File: src/rtl/sar_ctrl_param.sv
// Parametrised successive-approximation ADC controller with start/abort, continuous mode
// and optional per-bit DAC settle wait (built only when SAR_SETTLE_EN is defined).
module sar_ctrl_param #(
    parameter int unsigned WIDTH    = 4,
    parameter int unsigned SETTLE_W = 3
) (
    input  logic                clk,
    input  logic                reset,
    input  logic                start,
    input  logic                abort,
    input  logic                cont,
    input  logic [SETTLE_W-1:0] settle,
    input  logic                cmp,
    output logic                sample,
    output logic [WIDTH-1:0]    dac_code,
    output logic [WIDTH-1:0]    result,
    output logic                conv_done,
    output logic                busy
);

    localparam int unsigned     PtrW       = $clog2(WIDTH);
    localparam logic [PtrW-1:0] PtrMsb     = PtrW'(WIDTH - 1);
    localparam logic [WIDTH-1:0] FirstTrial = {1'b1, {(WIDTH - 1){1'b0}}};

`ifdef SAR_SETTLE_EN
    typedef enum logic [1:0] {StIdle, StSample, StConv, StSettle} state_e;
`else
    typedef enum logic [1:0] {StIdle, StSample, StConv} state_e;
`endif

    state_e           state_q, state_d;
    logic [PtrW-1:0]  ptr_q, ptr_d;
    logic [WIDTH-1:0] dac_q, dac_d;
    logic [WIDTH-1:0] result_q, result_d;
    logic             sample_q, sample_d;
    logic             done_q, done_d;
    logic             busy_q, busy_d;
    logic [WIDTH-1:0] trial;

`ifdef SAR_SETTLE_EN
    logic [SETTLE_W-1:0] s_q, s_d;
    logic [SETTLE_W-1:0] cnt_q, cnt_d;
`else
    logic unused_settle;
    assign unused_settle = ^settle;
`endif

    always_comb begin
        state_d  = state_q;
        ptr_d    = ptr_q;
        dac_d    = dac_q;
        result_d = result_q;
        done_d   = 1'b0;
`ifdef SAR_SETTLE_EN
        s_d      = s_q;
        cnt_d    = cnt_q;
`endif

        // Resolve the current bit and raise the next lower one as the new trial.
        trial        = dac_q;
        trial[ptr_q] = cmp;
        if (ptr_q != '0) begin
            trial[ptr_q - 1'b1] = 1'b1;
        end

        case (state_q)
            StIdle: begin
                if (start && !abort) begin
                    state_d = StSample;
                    dac_d   = '0;
                end
            end
            StSample: begin
                dac_d   = FirstTrial;
                ptr_d   = PtrMsb;
                state_d = StConv;
`ifdef SAR_SETTLE_EN
                s_d = settle;
                if (settle != '0) begin
                    state_d = StSettle;
                    cnt_d   = settle;
                end
`endif
            end
`ifdef SAR_SETTLE_EN
            StSettle: begin
                cnt_d = cnt_q - 1'b1;
                if (cnt_q <= SETTLE_W'(1)) begin
                    state_d = StConv;
                end
            end
`endif
            StConv: begin
                if (ptr_q == '0) begin
                    result_d = trial;
                    done_d   = 1'b1;
                    if (cont) begin
                        state_d = StSample;
                        dac_d   = '0;
                    end else begin
                        state_d = StIdle;
                        dac_d   = trial;
                    end
                end else begin
                    dac_d = trial;
                    ptr_d = ptr_q - 1'b1;
`ifdef SAR_SETTLE_EN
                    if (s_q != '0) begin
                        state_d = StSettle;
                        cnt_d   = s_q;
                    end
`endif
                end
            end
            default: begin
                state_d = StIdle;
                dac_d   = '0;
            end
        endcase

        // Abort beats both the decision and continuous restart.
        if (abort && (state_q != StIdle)) begin
            state_d  = StIdle;
            dac_d    = '0;
            result_d = result_q;
            done_d   = 1'b0;
            ptr_d    = PtrMsb;
`ifdef SAR_SETTLE_EN
            cnt_d    = '0;
`endif
        end

        busy_d   = (state_d != StIdle);
        sample_d = (state_d == StSample);
    end

    always_ff @(posedge clk or posedge reset) begin
        if (reset) begin
            state_q  <= StIdle;
            ptr_q    <= PtrMsb;
            dac_q    <= '0;
            result_q <= '0;
            sample_q <= 1'b0;
            done_q   <= 1'b0;
            busy_q   <= 1'b0;
`ifdef SAR_SETTLE_EN
            s_q      <= '0;
            cnt_q    <= '0;
`endif
        end else begin
            state_q  <= state_d;
            ptr_q    <= ptr_d;
            dac_q    <= dac_d;
            result_q <= result_d;
            sample_q <= sample_d;
            done_q   <= done_d;
            busy_q   <= busy_d;
`ifdef SAR_SETTLE_EN
            s_q      <= s_d;
            cnt_q    <= cnt_d;
`endif
        end
    end

    assign sample    = sample_q;
    assign dac_code  = dac_q;
    assign result    = result_q;
    assign conv_done = done_q;
    assign busy      = busy_q;

endmodule

File: config.mk
export PLATFORM = sky130hd
export DESIGN_NAME = sar_ctrl_param
export DESIGN_NICKNAME = d
export VERILOG_FILES = /design/src/rtl/sar_ctrl_param.sv
export SDC_FILE = /design/constraint.sdc
export NUM_CORES = 1
export LEC_CHECK = 0
export ABC_AREA = 0
export CAP_MARGIN = 30
export CORE_ASPECT_RATIO = 0.9
export CORE_MARGIN = 3
export CORE_UTILIZATION = 45
export DETAILED_ROUTE_END_ITERATION = 10
export PLACE_DENSITY = 0.76
export SETUP_SLACK_MARGIN = 0.4
export SKIP_LAST_GASP = 1
export SYNTH_ARGS = -nofsm -noshare
export SYNTH_HDL_FRONTEND = slang
export SYNTH_SLANG_ARGS = --single-unit
File: constraint.sdc
create_clock -name clk -period 2.15 [get_ports clk]
set_input_delay 0.215 -clock clk [delete_from_list [all_inputs] [get_ports clk]]
set_output_delay 0.215 -clock clk [all_outputs]
set_load 0.02 [all_outputs]
==> reports/results.ini, run 1 <==
[critical_path]
critical_path.endpoint_type=flip-flop
critPathRequiredTime_ns=2.34
cp.buffers_inverters=1
crit_path_max_incr_delay_ns=0.41
critical_path_arrival_ns=1.85
critPathLaunchType=flip-flop
critical_path.cell_chain=inv_1 -> ha_1 -> and3b_1 -> a311o_1 -> a211oi_2
critical-path-slowest-cell=sky130_fd_sc_hd__dfrtp_2
timing.critical_path.fanout_max=7
crit_family=compound AO/OA/AOI/OAI gates
critical_path_class=reg2reg

[yosys]
syn_inst=83
post_synthesis_compound_gate_area_fraction_pct=18.9
synthesis.area_um2=922
syn_avg_cell_area_um2=11.1
dominant_combinational_cell_family_by_area_after_synthesis=compound AO/OA/AOI/OAI gates
yosysWarningCount=0
yosysUniqueCellTypes=35
number_of_synthesized_register_bits=15
synthMuxAreaShare_pct=10.3
synthesis.nets=100
sequential_share_of_the_synthesized_area_pct=41.0
post_synth_xor_area_fraction_pct=0
post_synthesis_simple_gate_area_fraction_pct=13.2
post_synth_fa_ha_maj_area_fraction_pct=10.9

[clocking]
clk_lat_worst_skew_ns=0.28
clock-sinks=15
hold_buffers=0
tritoncts_clock_tree=yes
cts_inserted_buffers=3
number_of_levels_the_h_tree_was_split_into=1
clk_root_buffer_cell=sky130_fd_sc_hd__clkbuf_4
cts.clk_slew.worst_paths_ns=0.08
cts.path.max_buffers=2

[grt]
grt_overflow_total=0
globalRouteTotalUtil_pct=15.2
first_pass_grt_wire_length_um=2980
grt_pass1_vias=656
grt_start_max_net_pins=16
antenna_violations_before_repair=0

[finish]
num-fill-cells=155
final_layout_size_suffix_gt1_share_pct=18.8
antenna_cells_inserted=0
area_growth_pct=25.4
design_area_um2=1160
layout.nets=119

[job]
maxCapViolCount=0

[die]
top_level_ports=20
num_rows=14
vert_die_dim_um=48.9
starting_density_of_the_core_pct=51.1
die_area_um2=2630
core_region_area_um2=1800
fp.dieW_um=53.7

[timing]
finalMaxSlewViolations=0
fin_worst_skew_ns=0.00248
worst_slew_margin_rel_pct=64.0
post-route-min-period_ns=1.66
finalSetupViolCount=0
finalHoldViolCount=0
period_share_pct=77.0
setup-tns-final_ns=0
fmaxAchievable_mhz=604
tightestPinTransition_ns=0.540
rsz0062_at_grt=yes

[placement]
port-buffer-count=16
postPlaceCellArea_um2=1100
hpwl_um=1300
gp_routability_congestion=0.800

[drt]
vias_per_inst=5.61
dr_total_vias=701
drt_iter0_markers=13
drt_pre_antenna_iters=3
drc_errors=0
wirelength_um=1840
final_antenna_net_count=0
detail_route.wl_per_cell_um=14.7

[outcome]
run_status=finished clean

[power]
total_leakage_power_nw=0.519
power-per-cell-area_nw_per_um2=1140
power.ir.vdd_worst_v=0.000710

[min_path]
holdCritPathClass=in2async

-- per-layer routing --
layer	vias to the layer above	routed length (um)	track usage [%]	part of all wire [%]
li1	340	-	-	-
met1	343	868	20.8	47
met2	16	867	22.4	47
met3	2	98	7.03	5.3
met4	0	10	2.13	0.54
met5	-	0	0	0
-- cells in the final DEF (no fill, tap or decap), types with 3 or more instances in the layout --
master and n:
sky130_fd_sc_hd__clkdlybuf4s50_1 16, sky130_fd_sc_hd__dfrtp_1 11, sky130_fd_sc_hd__inv_1 10, sky130_fd_sc_hd__ha_1 6, sky130_fd_sc_hd__nand2b_1 5, sky130_fd_sc_hd__mux2i_1 5
sky130_fd_sc_hd__mux2_2 4, sky130_fd_sc_hd__clkbuf_4 3
-- per-stage QoR --
step                utilization [%]  power [mW]  std cells  hold WS (ns)  setup WS, ns
finish                         64.1        1.31        125         0.275         0.494
CTS                            62.5        1.27        125         0.287         0.447
floorplan                         -       0.903         83         0.115         0.539
global route                   64.1        1.42        125         0.306         0.380
detailed placement             60.7        1.09        121         0.497         0.359
global placement               60.7        1.09        121         0.490         0.395
-- where the power goes --
group | switching (mW) | internal (mW) | total [mW]
Combinational | 0.380 | 0.350 | 0.730
Clock | 0.0804 | 0.0720 | 0.152
Sequential | 0.0661 | 0.365 | 0.431
-- layout make-up --
class	count	area, um^2	share of cell area [%]
clock buffers	4	26.3	2.27
inverters	10	37.5	3.25
multi-input cells	56	522	45.1
flip-flops and latches	15	380	32.9
well taps	24	30.0	2.60
repair buffers	16	160	13.9
-- worst paths after layout --
path | from | endpoint | slack, ns | depth (start not counted)
hold / removal | reset | result[1] | 0.28 | 2
setup / recovery | state_q[0] | sample | 0.49 | 5
min in group clk | result[2] | result[2] | 0.51 | 1
max in group asynchronous | reset | state_q[0] | 1.49 | 2
setup reg to reg | state_q[0] | sample | 0.49 | 5
hold reg to reg | result[2] | result[2] | 0.51 | 1
-- state kept, by name, summed over array words and instances (netlist names) --
signal / count
dac_code: 4
result: 4
ptr_q: 2
state_q: 2
busy: 1
conv_done: 1
sample: 1
-- synth_stat cells --
| library cell | n | share of area, % |
|---|---|---|
| sky130_fd_sc_hd__dfrtp_1 | 13 | 35 |
| sky130_fd_sc_hd__inv_1 | 10 | 4.1 |
| sky130_fd_sc_hd__ha_1 | 8 | 11 |
| sky130_fd_sc_hd__mux2i_1 | 5 | 5.4 |
| sky130_fd_sc_hd__nand2b_1 | 5 | 3.4 |
| sky130_fd_sc_hd__mux2_2 | 4 | 4.9 |
| sky130_fd_sc_hd__a21oi_1 | 2 | 1.1 |
| sky130_fd_sc_hd__a2bb2oi_1 | 2 | 1.9 |
| sky130_fd_sc_hd__a31oi_1 | 2 | 1.4 |
| sky130_fd_sc_hd__and3b_1 | 2 | 1.9 |
| sky130_fd_sc_hd__dfstp_2 | 2 | 5.7 |
| sky130_fd_sc_hd__nand3_1 | 2 | 1.1 |
| sky130_fd_sc_hd__nor2_1 | 2 | 0.81 |
| sky130_fd_sc_hd__nor2b_1 | 2 | 1.4 |
| sky130_fd_sc_hd__o31ai_1 | 2 | 1.6 |
| sky130_fd_sc_hd__a2111oi_2 | 1 | 1.6 |
| sky130_fd_sc_hd__a211oi_2 | 1 | 1.4 |
| sky130_fd_sc_hd__a21bo_2 | 1 | 1.1 |
| sky130_fd_sc_hd__a21o_1 | 1 | 0.81 |
| sky130_fd_sc_hd__a221oi_1 | 1 | 0.95 |
| sky130_fd_sc_hd__a22oi_1 | 1 | 0.81 |
| sky130_fd_sc_hd__a311o_1 | 1 | 1.1 |
| sky130_fd_sc_hd__a311oi_1 | 1 | 0.95 |
| sky130_fd_sc_hd__a32o_1 | 1 | 1.1 |
| sky130_fd_sc_hd__and2_1 | 1 | 0.68 |
| sky130_fd_sc_hd__buf_2 | 1 | 0.54 |
| sky130_fd_sc_hd__buf_6 | 1 | 1.2 |
| sky130_fd_sc_hd__nand2_1 | 1 | 0.41 |
| sky130_fd_sc_hd__nand2b_2 | 1 | 0.95 |
| sky130_fd_sc_hd__nand3_2 | 1 | 1.1 |
| sky130_fd_sc_hd__nand3b_1 | 1 | 0.81 |
| sky130_fd_sc_hd__nand4_1 | 1 | 0.68 |
| sky130_fd_sc_hd__o2111a_1 | 1 | 1.2 |
| sky130_fd_sc_hd__o22a_1 | 1 | 0.95 |
| sky130_fd_sc_hd__o2bb2ai_1 | 1 | 0.95 |
-- cells by family (layout without fill, tap and decap cells) --
family	Yosys count	count (layout)
multiplexers	9	9
flip-flops	15	15
AO/OA/AOI/OAI	20	20
buffers and inverters	12	30
adder cells (fa/ha/maj)	8	8
AND/OR/NAND/NOR	19	19
-- timing repair --
action	in CTS	in global routing
buffers inserted	0	0
gates resized for setup	2	5
endpoints found under the setup margin	4	5
gates cloned	0	0
No activity file was read; power rests on OpenSTA's default activity.
==> run 2, diff against run 1 <==
Settings changed: CORE_UTILIZATION 45 to 44, PLACE_DENSITY 0.76 to 0.78.
Clock period 2.15 ns to 1.5 ns, I/O delays scaled along.
==> run 2 against run 1 <==
Net effect: the run now ends with setup timing left; register-to-register slack lost 0.52 ns; first-iteration DRC count shrank 38%; clock power grew 57%.
==> reports/results.ini, run 2 (synthesis gave the netlist of run 1 again) <==
[critical_path]
timing.critical_path.fanout_max=5  ; -2
critPathLaunchType=flip-flop
critPathRequiredTime_ns=1.69  ; -0.65 ns
critical_path_arrival_ns=1.71  ; -0.14 ns
critical_path.endpoint_type=flip-flop
critical_path_class=reg2reg

[placement]
placement.setup.worst_slack_ns=-0.00740  ; -0.366 ns
port-buffer-count=16  ; unchanged
gp_routability_congestion=0.810  ; +1.2%
hpwl_um=1590  ; +22%

[grt]
antenna_violations_before_repair=0  ; unchanged
grt_pass1_vias=812  ; +24%
globalRouteTotalUtil_pct=19.5  ; +4.3 points
first_pass_grt_wire_length_um=3770  ; +27%
grt_start_max_net_pins=16  ; unchanged
grt_overflow_total=0  ; unchanged

[outcome]
violations=setup timing
run_status=finished, violations left

[finish]
post-route-util_pct=66.2  ; +2.1 points
antenna_cells_inserted=0  ; unchanged
area_growth_pct=40.0
highest_count_cells_in_the_layout_ignoring_fill_and_taps=sky130_fd_sc_hd__dfrtp_1, sky130_fd_sc_hd__buf_4, sky130_fd_sc_hd__buf_2, sky130_fd_sc_hd__inv_1, sky130_fd_sc_hd__clkdlybuf4s50_1
final_layout_size_suffix_gt1_share_pct=51.3  ; +33 points
layout.nets=131  ; +10%

[clocking]
clk_lat_worst_skew_ns=0.29  ; about the same
cts.clk_slew.worst_paths_ns=0.09  ; about the same
cts_inserted_buffers=3  ; unchanged
clock-sinks=15  ; unchanged
tritoncts_clock_tree=yes
cts.path.max_buffers=2  ; unchanged
clk_root_buffer_cell=sky130_fd_sc_hd__clkbuf_4
number_of_levels_the_h_tree_was_split_into=1  ; unchanged

[power]
power.ir.vdd_worst_v=0.00108  ; +52%
power-per-cell-area_nw_per_um2=1670  ; +47%
total_leakage_power_nw=0.597  ; +15%

[timing]
setup_slack_ns=-0.0281  ; -0.522 ns
finalSetupViolCount=4  ; +4
tightestPinTransition_ns=0.575  ; +0.0346 ns
fin_worst_skew_ns=0.00477  ; +0.00229 ns
timing.hold.ws_ns=0.208  ; -0.0669 ns
post-route-min-period_ns=1.53  ; -0.128 ns
worst_slew_margin_rel_pct=61.6  ; -2.3 points
rsz0062_at_grt=yes
finalHoldViolCount=0  ; unchanged
finalMaxSlewViolations=0  ; unchanged
fmaxAchievable_mhz=654  ; +8.4%
period_share_pct=102  ; +25 points

[drt]
final_antenna_net_count=0  ; unchanged
wirelength_um=2270  ; +23%
drt_pre_antenna_iters=5  ; +2
dr_total_vias=765  ; +9.1%
drc_errors=0  ; unchanged
vias_per_inst=5.54  ; -1.2%
detail_route.wl_per_cell_um=16.4  ; +12%
drt_iter0_markers=8  ; -5

[die]
starting_density_of_the_core_pct=47.2  ; -3.9 points
num_rows=15  ; +1
die_area_um2=2680  ; +2.0%
fp.dieW_um=54.3  ; +1.0%
top_level_ports=20  ; unchanged
vert_die_dim_um=49.4  ; +0.99%
core_region_area_um2=1950  ; +8.2%

[job]
maxCapViolCount=0  ; unchanged

[min_path]
holdCritPathClass=in2async

-- run 2: worst paths after layout --
kind | from | endpoint | slack (ns) | depth (start not counted)
worst max-delay path | ptr_q[1] | result[2] | -0.03 | 3
worst min-delay path | reset | sample | 0.21 | 2
max in group asynchronous | reset | state_q[0] | 0.89 | 2
worst min register to register | result[2] | result[2] | 0.52 | 1
worst max register to register | ptr_q[1] | result[2] | -0.03 | 3
min in group clk | result[2] | result[2] | 0.52 | 1
-- run 2: critical path: stages (launching register included) --
cell and delay (ns):
sky130_fd_sc_hd__dfstp_2 0.61, sky130_fd_sc_hd__ha_2 0.22, sky130_fd_sc_hd__mux2_2 0.33, sky130_fd_sc_hd__mux2_4 0.26
-- run 2: timing repair --
action,in CTS,in global routing
setup endpoints to repair,26,22
resized for setup,40,11
pin swaps,3,3
hold buffers,0,0
buffers inserted,4,1
-- run 2: through the flow --
step                cell area, um^2  total power, mW  instances  setup TNS [ns]
floorplan                      1010             1.45         83               0
global placement               1230             1.77        129               0
detailed placement             1230             1.81        129         -0.0307
CTS                            1300             2.13        137         -0.0426
global route                   1290             2.32        138          -0.518
finish                         1290             2.16        138         -0.0623
-- run 2: cell type report --
type | instances | area (um^2)
timing repair buffer | 28 | 201
clock buffer | 4 | 26.3
sequential | 15 | 379
fill | 157 | 661
tap | 25 | 31.3
multi-input combinational | 56 | 611
inverter | 10 | 42.5
-- run 2: routing by layer --
| metal | routed length (um) | part of all wire (%) | global-route usage [%] |
|---|---|---|---|
| met1 | 997 | 44 | 23.5 |
| met4 | 15 | 0.66 | 4.98 |
| met2 | 1170 | 52 | 32.9 |
| met5 | 0 | 0 | 0 |
| met3 | 85 | 3.7 | 5.81 |
-- run 2: power breakdown --
part	total (mW)	leakage (nW)	switching (mW)	internal, mW
combinational	1.31	0.397	0.676	0.634
sequential	0.609	0.185	0.0872	0.521
clock	0.238	0.0150	0.134	0.104
==> run 3, diff against run 2 <==
Settings changed: CTS_BUF_LIST set to sky130_fd_sc_hd__clkbuf_16.
==> run 3 against run 2 <==
Net effect: the run still ends with setup timing left; die area unchanged; maximum frequency grew 0.17%; cell count rose by 5.8%; wire length grew 12%; via count is 4.7% higher; critical endpoint is now result[3].
==> reports/results.ini, run 3 (synthesis gave the netlist of run 1 again) <==
[clocking]
tritoncts_clock_tree=yes
clk_lat_worst_skew_ns=0.24  ; -0.05 ns
hold_buffers=0  ; unchanged
number_of_levels_the_h_tree_was_split_into=1  ; unchanged
clk_root_buffer_cell=sky130_fd_sc_hd__clkbuf_16
cts.path.max_buffers=2  ; unchanged
clock-sinks=15  ; unchanged
cts.clk_slew.worst_paths_ns=0.05  ; -0.04 ns
cts_inserted_buffers=3  ; unchanged

[die]
die_area_um2=2680  ; unchanged
fp.dieW_um=54.3  ; unchanged
starting_density_of_the_core_pct=47.2  ; unchanged
vert_die_dim_um=49.4  ; unchanged
top_level_ports=20  ; unchanged
num_rows=15  ; unchanged
core_region_area_um2=1950  ; unchanged

[critical_path]
critPathRequiredTime_ns=1.63  ; -0.06 ns
critPathLaunchType=flip-flop
critical_path.endpoint_type=flip-flop
critical_path_arrival_ns=1.65  ; -0.06 ns
worstReg2RegStart=ptr_q[0]
timing.critical_path.fanout_max=4  ; -1
critPathLaunch=ptr_q[0]
critical_path_class=reg2reg

[timing]
finalSetupViolCount=3  ; -1
fin_worst_skew_ns=0.00121  ; -0.00355 ns
worst_slew_margin_rel_pct=61.3  ; -0.39 points
setup-tns-final_ns=-0.0478  ; +0.0145 ns
post-route-min-period_ns=1.53  ; -0.00261 ns
timing.hold.ws_ns=0.269  ; +0.0613 ns
fmaxAchievable_mhz=656  ; +0.17%
period_share_pct=102  ; -0.17 points
tightestPinTransition_ns=0.581  ; +0.00590 ns
finalMaxSlewViolations=0  ; unchanged
setup_slack_ns=-0.0255  ; +0.00261 ns
finalHoldViolCount=0  ; unchanged
rsz0062_at_grt=yes

[power]
intPower_mw=1.64  ; +30%
power-per-cell-area_nw_per_um2=1770  ; +5.7%
total_leakage_power_nw=0.692  ; +16%
power.ir.vdd_worst_v=0.00122  ; +13%
clock_power_share_pct=19.4  ; +8.4 points
sequentialPowerShare_pct=23.3  ; -4.9 points
switching_power_uw=991  ; +10%
comb_power_share_pct=57.3  ; -3.4 points
power.total_mw=2.63  ; +22%
power.share.switching_pct=37.7  ; -4.0 points

[drt]
final_antenna_net_count=0  ; unchanged
drt_iter0_markers=10  ; +2
wirelength_um=2550  ; +12%
drc_errors=0  ; unchanged
detail_route.wl_per_cell_um=17.4  ; +6.1%
dr_total_vias=801  ; +4.7%
vias_per_inst=5.49  ; -1.0%
drt_pre_antenna_iters=4  ; -1

[grt]
globalRouteTotalUtil_pct=21.8  ; +2.3 points
grt_pass1_vias=847  ; +4.3%
antenna_violations_before_repair=0  ; unchanged
first_pass_grt_wire_length_um=4200  ; +11%
grt_start_max_net_pins=16  ; unchanged
grt_overflow_total=0  ; unchanged

[finish]
highest_count_cells_in_the_layout_ignoring_fill_and_taps=sky130_fd_sc_hd__buf_4, sky130_fd_sc_hd__dfrtp_1, sky130_fd_sc_hd__inv_1
final_layout_size_suffix_gt1_share_pct=52.9  ; +1.6 points
antenna_cells_inserted=0  ; unchanged
area_growth_pct=61.7
num-fill-cells=128  ; -18%
layout.cells.most_common=sky130_fd_sc_hd__buf_4
layout.nets=139  ; +6.1%

[placement]
gp_routability_congestion=0.810  ; unchanged
port-buffer-count=16  ; unchanged
hpwl_um=1590  ; unchanged
placement.setup.worst_slack_ns=-0.00740  ; unchanged

[outcome]
violations=setup timing
run_status=finished, violations left

[min_path]
holdCritPathClass=in2async

[job]
maxCapViolCount=0  ; unchanged

-- run 3: stage by stage --
step / instances / area (um^2) / util [%]
final: 146 / 1490 / 76.4
after global routing: 146 / 1490 / 76.4
after CTS: 144 / 1440 / 73.7
after detailed placement: 129 / 1230 / 62.9
after global placement: 129 / 1230 / 62.9
after floorplan: 83 / 1010 / -
-- run 3: area by class of cell --
cell class                      count  area (um^2)  area share, %
Sequential cell                    15          379           25.4
Clock buffer                        3         75.1           5.03
Multi-Input combinational cell     56          666           44.6
Tap cell                           25         31.3           2.10
Clock inverter                      1         3.75          0.252
Timing Repair Buffer               36          294           19.7
Inverter                           10         42.5           2.85
-- run 3: timing repair --
| item | in CTS | in global routing |
|---|---|---|
| pin swaps | 6 | 8 |
| setup endpoints to repair | 26 | 22 |
| setup buffers | 11 | 2 |
| cloned | 0 | 0 |
| resized for setup | 29 | 18 |
-- run 3: path summary, 6_finish.rpt --
| path | cells past startpoint | slack (ns) | to |
|---|---|---|---|
| setup / recovery | 3 | -0.03 | result[3] |
| setup reg to reg | 3 | -0.03 | result[3] |
| hold reg to reg | 1 | 0.52 | result[2] |
| min in group clk | 1 | 0.52 | result[2] |
| max in group asynchronous | 2 | 0.82 | state_q[0] |
| hold / removal | 2 | 0.27 | sample |
-- run 3: routing by layer --
layer  vias up  routed length [um]  GRT usage (%)
met3         7                 104           6.73
met5         -                   0              0
met1       398                 994           26.1
li1        379                   -              -
met4         0                  42           3.32
met2        17                1400           37.6
-- run 3: power by group through the flow --
stage	Combinational [mW]	Sequential, mW	Clock (mW)
6_report	1.51	0.614	0.512
2_1_floorplan	0.757	0.698	0
3_5_place_dp	1.19	0.617	0
3_3_place_gp	1.16	0.609	0
5_1_grt	1.63	0.624	0.533
4_1_cts	1.42	0.608	0.516
-- run 3: worst max-delay path, cell delays in order, from the launching register on --
cell and delay (ns):
sky130_fd_sc_hd__dfstp_2 0.59, sky130_fd_sc_hd__ha_1 0.20, sky130_fd_sc_hd__mux2_2 0.35, sky130_fd_sc_hd__mux2_4 0.27
